==> config.mk <==
export PLATFORM = sky130hd
export DESIGN_NAME = button_press_decoder
export DESIGN_NICKNAME = d
export VERILOG_FILES = /design/src/rtl/button_press_decoder_pkg.sv /design/src/rtl/button_press_decoder_sync_ff.sv /design/src/rtl/button_press_decoder.sv
export SDC_FILE = /design/constraint.sdc
export NUM_CORES = 1
export LEC_CHECK = 0
export CAP_MARGIN = 10
export CORE_MARGIN = 10
export CORE_UTILIZATION = 52
export DETAILED_ROUTE_END_ITERATION = 12
export PLACE_DENSITY = 0.7
export SYNTH_ARGS = -nofsm -noshare
export SYNTH_HDL_FRONTEND = slang
export SYNTH_HIERARCHICAL = 1
export SYNTH_SLANG_ARGS = --single-unit
==> constraint.sdc <==
create_clock -name clk -period 2.2 [get_ports clk]
set_clock_uncertainty 0.1 [all_clocks]
set_input_delay 0.33 -clock clk [delete_from_list [all_inputs] [get_ports clk]]
set_output_delay 0.33 -clock clk [all_outputs]
set_load 0.05 [all_outputs]
==> src/rtl/button_press_decoder_pkg.sv <==
// button_press_decoder_pkg: shared FSM encoding and default counter width.
package button_press_decoder_pkg;
   localparam int CNT_WIDTH_DEF = 24;
   typedef enum logic [2:0] {IDLE, DEB_PRESS, HELD, LONG_HELD, DEB_RELEASE} state_t;
endpackage

==> src/rtl/button_press_decoder_sync_ff.sv <==
// button_press_decoder_sync_ff: STAGES-deep synchroniser for the raw button pin.
module button_press_decoder_sync_ff #(
   parameter int   STAGES  = 2,
   parameter logic RST_VAL = 1'b1
) (
   input  logic clk,
   input  logic rst,
   input  logic d,
   output logic q
);
   logic [STAGES-1:0] sync_q, sync_d;
   always_comb sync_d = {sync_q[STAGES-2:0], d};
   always_ff @(posedge clk)
      if (rst) sync_q <= {STAGES{RST_VAL}};
      else     sync_q <= sync_d;
   assign q = sync_q[STAGES-1];
endmodule

==> src/rtl/button_press_decoder.sv <==
// button_press_decoder: synchronise, debounce and classify a push-button into short/long presses.
module button_press_decoder
   import button_press_decoder_pkg::*;
#(
   parameter int                   SYNC_STAGES       = 2,
   parameter int                   CNT_WIDTH         = CNT_WIDTH_DEF,
   parameter logic [CNT_WIDTH-1:0] DEBOUNCE_CYCLES   = CNT_WIDTH'(500_000),
   parameter logic [CNT_WIDTH-1:0] LONG_PRESS_CYCLES = CNT_WIDTH'(12_500_000),
   parameter logic                 BTN_ACTIVE_LOW    = 1'b1
) (
   input  logic       clk,
   input  logic       rst,
   input  logic       btn_in,
   output logic       btn_level,
   output logic       press_short,
   output logic       press_long,
   output logic [7:0] press_count
);
   localparam logic [CNT_WIDTH-1:0] DEB_LAST  = DEBOUNCE_CYCLES - 1'b1;
   localparam logic [CNT_WIDTH-1:0] LONG_LAST = LONG_PRESS_CYCLES - 1'b1;

   logic                 btn_raw, btn_sync;
   state_t               state_q, state_d;
   logic [CNT_WIDTH-1:0] cnt_q, cnt_d, rcnt_q, rcnt_d;
   logic                 level_q, level_d, short_q, short_d, long_q, long_d;
   logic                 from_long_q, from_long_d;
   logic [7:0]           count_q, count_d;

   button_press_decoder_sync_ff #(.STAGES(SYNC_STAGES), .RST_VAL(BTN_ACTIVE_LOW)) u_sync (
      .clk (clk),
      .rst (rst),
      .d   (btn_in),
      .q   (btn_raw)
   );

   assign btn_sync = btn_raw ^ BTN_ACTIVE_LOW;

   // cnt holds the press-debounce count, then the hold time; rcnt times the release debounce
   always_comb begin
      state_d     = state_q;
      cnt_d       = cnt_q;
      rcnt_d      = rcnt_q;
      level_d     = level_q;
      short_d     = 1'b0;
      long_d      = 1'b0;
      from_long_d = from_long_q;
      count_d     = count_q;
      case (state_q)
         IDLE: if (btn_sync) begin
            state_d = DEB_PRESS;
            cnt_d   = '0;
         end
         DEB_PRESS:
            if (!btn_sync) state_d = IDLE;
            else if (cnt_q == DEB_LAST) begin
               state_d     = HELD;
               level_d     = 1'b1;
               count_d     = count_q + 8'd1;
               cnt_d       = '0;
               from_long_d = 1'b0;
            end else cnt_d = cnt_q + 1'b1;
         HELD:
            if (!btn_sync) begin
               state_d = DEB_RELEASE;
               rcnt_d  = '0;
            end else if (cnt_q == LONG_LAST) begin
               state_d     = LONG_HELD;
               long_d      = 1'b1;
               from_long_d = 1'b1;
            end else cnt_d = cnt_q + 1'b1;
         LONG_HELD: if (!btn_sync) begin
            state_d = DEB_RELEASE;
            rcnt_d  = '0;
         end
         DEB_RELEASE:
            if (btn_sync) state_d = from_long_q ? LONG_HELD : HELD;
            else if (rcnt_q == DEB_LAST) begin
               state_d = IDLE;
               level_d = 1'b0;
               short_d = !from_long_q;
            end else rcnt_d = rcnt_q + 1'b1;
         default: state_d = IDLE;
      endcase
   end

   always_ff @(posedge clk)
      if (rst) begin
         state_q     <= IDLE;
         cnt_q       <= '0;
         rcnt_q      <= '0;
         level_q     <= 1'b0;
         short_q     <= 1'b0;
         long_q      <= 1'b0;
         from_long_q <= 1'b0;
         count_q     <= '0;
      end else begin
         state_q     <= state_d;
         cnt_q       <= cnt_d;
         rcnt_q      <= rcnt_d;
         level_q     <= level_d;
         short_q     <= short_d;
         long_q      <= long_d;
         from_long_q <= from_long_d;
         count_q     <= count_d;
      end

   assign btn_level   = level_q;
   assign press_short = short_q;
   assign press_long  = long_q;
   assign press_count = count_q;
endmodule

-- Yosys cells after proc, flatten, opt, wreduce, memory -nomap -nowiden
Cells that the tools add are included.
- register bits after elaboration: 65
- input port bits: 3
- output and inout bits: 11
- word-level logic and storage cells: 83
- $add $sub $neg: 3
- equal/unequal tests: 21
- multiplexer cells: 31
- bitwise logic cells: 4
- reduce and logical (&&, ||, !) cells: 15
- operators by type and width (operator ; count):
    2-to-1 mux 24 bit ; 8
    one-hot mux 24 bit (3 select lines) ; 1
    adder 24 x 1 -> 24 bit (second input constant) ; 2
    == test 24 x 19 -> 1 bit (second input constant) ; 2
    one-hot mux 24 bit (2 select lines) ; 1
    == test 24 bit (second input constant) ; 1
    2-to-1 mux 3 bit ; 8
    AND reduction 5 bit ; 4
    != test 2 bit (second input constant) ; 8
    one-hot mux 3 bit (5 select lines) ; 1
    2-to-1 mux 1 bit ; 10
    adder 8 x 1 -> 8 bit (second input constant) ; 1
    == test 3 x 2 -> 1 bit (second input constant) ; 2
    != test 2 x 1 -> 1 bit (second input constant) ; 3
    != test 3 x 2 -> 1 bit (second input constant) ; 2
    nonzero test 2 bit ; 3
    NOT 1 bit ; 4
    one-hot mux 1 bit (2 select lines) ; 2
    AND reduction 4 bit ; 1
    OR reduction 4 bit ; 1
    == test 3 x 1 -> 1 bit (second input constant) ; 1
    == test 3 bit (second input constant) ; 1
    logical NOT 3 bit ; 1
    != test 3 bit (second input constant) ; 1
    5 further kinds ; 5

-- Depth between registers and ports, before layout
- depth in word-level cells: 4
- depth in mapped cells: 7

-- Modules after synthesis
The synthesis kept the hierarchy.
- by module, submodules not included (module ; instances ; cells each ; area each (um^2)):
    button_press_decoder ; 1 ; 399 ; 3318.2
    button_press_decoder_sync_ff ; 1 ; 4 ; 52.6

-- Least setup slack after synthesis
Ideal clock, no wire load.
- path kind: register to register
- from: reg rcnt_q[0]
- to: reg rcnt_q[10]
- library setup time: 72 ps
- arrival time: 1751 ps
- required time: 2028 ps
- setup slack: 277 ps
- stages on the path, launching flop included: 7
- path buffers: 0
- period minus slack after synthesis: 1923 ps
- cell sequence: dfxtp_1 > ha_1 > and4_1 > nand4_1 > o21a_1 > o2111ai_1 > mux2i_1
- cells in the longest elaborated chain, start to end: 4
- elaborated cells between the ends (all ways): 7
- classes of those cells: add/sub (1); eq/ne (2); mux (3); reduce/logical (1)
- ends and longest elaborated chain (item ; line ; source):
    start, declared ; button_press_decoder.sv:24 ; logic [CNT_WIDTH-1:0] cnt_q, cnt_d, rcnt_q, rcnt_d;
    start signal, assigned ; button_press_decoder.sv:99 ; rcnt_q <= rcnt_d;
    adder 24 x 1 -> 24 bit ; button_press_decoder.sv:81 ; end else rcnt_d = rcnt_q + 1'b1;
    2-to-1 mux 24 bit ; button_press_decoder.sv:77 ; else if (rcnt_q == DEB_LAST) begin
    2-to-1 mux 24 bit ; button_press_decoder.sv:76 ; if (btn_sync) state_d = from_long_q ? LONG_HELD : HELD;
    one-hot mux 24 bit (2 select lines) ; button_press_decoder.sv:48 ; case (state_q)
Several ways; a longest one is shown, not always the timed one. The select of a mux whose other input is x is not followed.
A chain may end at the register's enable or synchronous reset.

-- Final worst setup path
- from: reg rcnt_q[2]
- to: reg rcnt_q[23]
The elaborated chain is that of the path after synthesis.

==> flow_summary.ini <==
[layout]
multiInputGateArea_um2 = 1940
layout_common_cells = dfxtp_1 (63), nor2_1 (49), nand2_1 (35), a21oi_1 (26), nand3_1 (19)
final_layout_size_suffix_gt1_share_pct = 11.9
instances_no_fill = 506
layout-area-overhead-vs-synth_pct = 14.2
num-fill-cells = 564
antenna_cells_inserted = 0
final_net_count = 430
layout_commonest_cell = dfxtp_1
combined_flip_flop_and_latch_cell_area_um2 = 1300

[floorplanning]
io_pins = 14
fp.coreArea_um2 = 6310
initial_core_util_pct = 53.4
num_rows = 29
die-height_um = 101
dieWidth_um = 101
floorplan.die_area_um2 = 10100

[logic_synthesis]
post_synth_num_cell_types = 55
synth_seq_area_share_pct = 38.6
postSynth.asyncResetShare_pct = 0
synth_area_per_cell_um2 = 8.36
synthFlopType = dfxtp_1
synth_edf_count = 0
postSynthCellCount = 403
syn-cell-area_um2 = 3370
yosys_register_bits = 65
mappedNetlistNets = 409
synth-warning-count = 6

[timing]
achievable-frequency_ghz = 0.476
timing.max_slew.rel_slack_pct = 55.6
final.period_utilization_pct = 95.5
worst_pin_slew_ns = 0.663
timing.final.max_slew_violations = 0
finalHoldViolations = 0
finalCriticalPeriod_ns = 2.10
setup_violating_endpoint_count_in_the_final_report = 0
setup_tns_ns = 0

[cts]
cts_made_buffers = 9
clock_insertion_delay_worst_skew_ns = 0.34
cts_sinks = 65
postCtsSetupRepairBufs = 0
cts_root_buffer = clkbuf_8
post_cts_hold_fix_bufs = 0
cts_max_level = 3
clk_transition_reported_paths_ns = 0.07
clock_tree_from_tritoncts = built
cts_buffer_depth = 2

[setup_path]
critical_path.n_buffers_inverters = 0
critPathMaxStageDelay_ns = 0.44
crit_path_start_kind = flip-flop
register_to_register_path_depth = 5
timing.rr.start = rcnt_q[2]
crit_path_end_kind = flip-flop
timing.critical_path.slowest_stage_cell = dfxtp_1
regToRegSetupSlack_ns = 0.1
crit_type = flip-flop to flip-flop
cp_data_arrival_time_ns = 2.27
timing.rr.end = rcnt_q[23]
crit_fanout = 8
timing.critical_path.cells = nand4_1 -> nor4_4 -> o211ai_1 -> or3_1 -> a21oi_1
critical-path-top-delay-family = simple AND/OR/NAND/NOR gates
timing.critical_path.required_ns = 2.37

[placement]
post-place-cells = 490
number_of_buffer_cells_added_on_primary_ports = 13
globalplace.congestion = 0.795
dp.final_hpwl_um = 5210

[route]
drc_errors = 0
drt-total-wl_um = 7600
mean_number_of_vias_per_cell = 5.91
detailroute.via_count = 2991
routed_wire_length_per_instance_um = 15.0
drt-pass1-iter-count = 4
final_antenna_net_count = 0
first_iter_violations = 212

[hold_path]
timing.hold.worst.class = flip-flop to flip-flop
hold_crit_start = u_sync/sync_q[0]
timing.hold.worst_path_depth = 1
worst_hold_path.endpoint = u_sync/sync_q[1]

[job]
max_cap_violations = 0

[grt]
initial_antenna_violation_count = 0
gr-usage-all-layers_pct = 15.2
grt_first_pass_wirelength_um = 12700
grt_max_degree = 24
overflow = 0
grt_pass1_vias = 2803

[power]
ir_drop_v = 0.000715
cellPowerDensity_nw_per_um2 = 608
leakage_nw = 1.25

[outcome]
status = finished, final reports clean
## kinds of logic (layout without fill, tap and decap cells)
| logic type | count (synthesis) | count (layout) | synth area share [%] |
|---|---|---|---|
| flip-flops | 65 | 65 | 38.6 |
| AND/OR/NAND/NOR | 188 | 188 | 30.2 |
| buffers and inverters | 31 | 57 | 4.23 |
| adder cells (fa/ha/maj) | 3 | 3 | 1.11 |
| XOR/XNOR | 27 | 27 | 7.02 |
| multiplexers | 10 | 10 | 2.97 |
| AO/OA/AOI/OAI | 79 | 79 | 15.9 |
## stage by stage
step | util (%) | hold WS (ns) | setup slack [ns] | power [mW] | instance area, µm²
after CTS | 60.8 | 0.306 | 0.113 | 2.36 | 3840
after detailed placement | 57.5 | 0.290 | 0.133 | 1.27 | 3630
after global routing | 61.0 | 0.334 | -0.0188 | 2.42 | 3850
after global placement | 57.5 | 0.297 | 0.187 | 1.27 | 3630
final | 61.0 | 0.305 | 0.0982 | 2.34 | 3850
after floorplan | - | 0.283 | 0.277 | 1.25 | 3370
## per-layer routing
metal  part of all wire (%)  wire length, µm  track usage (%)  vias to the layer above
met3                    4.4              336             4.80                       11
met2                     47             3610             24.7                       65
met5                      0                0                0                        -
met4                    1.8              135             5.98                        0
met1                     46             3520             18.2                     1400
li1                       -                -                -                     1515
## Yosys cell counts (2+ instances only)
master / n / share of area [%]
o211ai_1: 13 / 2.9
o2111ai_1: 4 / 1.0
o31ai_1: 4 / 0.89
nor2_1: 49 / 5.5
and4_1: 5 / 1.3
nand4_1: 16 / 3.0
nor3b_1: 3 / 0.67
buf_6: 2 / 0.67
nor4_2: 2 / 0.74
nor4_1: 11 / 2.0
or2_1: 2 / 0.37
nor3_1: 11 / 1.6
or2_2: 2 / 0.37
xnor2_1: 18 / 4.7
nand3_1: 19 / 2.8
a2111o_1: 4 / 1.3
inv_1: 9 / 1.0
a21oi_1: 26 / 3.9
and3_1: 4 / 0.74
dfxtp_1: 65 / 39
clkbuf_1: 10 / 1.1
or3_1: 10 / 1.9
buf_2: 8 / 1.2
nand4_2: 2 / 0.74
or4_1: 6 / 1.3
xor2_1: 9 / 2.3
o21ai_0: 16 / 2.4
nand2_1: 35 / 3.9
mux2i_1: 10 / 3.0
ha_1: 3 / 1.1
## where the power goes
part	internal [mW]	total (mW)	leakage [nW]	switching (mW)
combinational	0.0209	0.0604	0.624	0.0396
sequential	1.18	1.18	0.525	0.00411
clock	0.632	1.10	0.106	0.463
## flip-flops by register name, summed over array words and instances, names as in the netlist
name	count
press_long	1
press_count	8
press_short	1
btn_level	1
u_sync/sync_q	2
from_long_q	1
rcnt_q	24
state_q	3
cnt_q	24
## area by class of cell
type,instances,area share (%)
clock buffer,10,3.32
clock inverter,6,2.15
inverter,10,0.975
multi-input combinational,307,50.3
sequential,65,33.9
tap,77,2.50
timing repair buffer,31,6.89
## how the worst max path moves through the flow
stage,from,endpoint,slack (ns),cells past startpoint
2_1_floorplan,rcnt_q[0],rcnt_q[10],0.28,6
3_3_place_gp,state_q[1],rcnt_q[23],0.19,5
3_5_place_dp,cnt_q[0],press_count[5],0.13,6
4_1_cts,rcnt_q[3],rcnt_q[23],0.11,5
5_1_grt,rcnt_q[2],rcnt_q[23],-0.02,5
6_report,rcnt_q[2],rcnt_q[23],0.1,5
## timing repair
| item | CTS | global route |
|---|---|---|
| gates resized for setup | 0 | 3 |
| endpoints found under the setup margin | 0 | 2 |
| hold endpoints to repair | 0 | 0 |
Note: power is estimated with default switching activity, not from simulation.
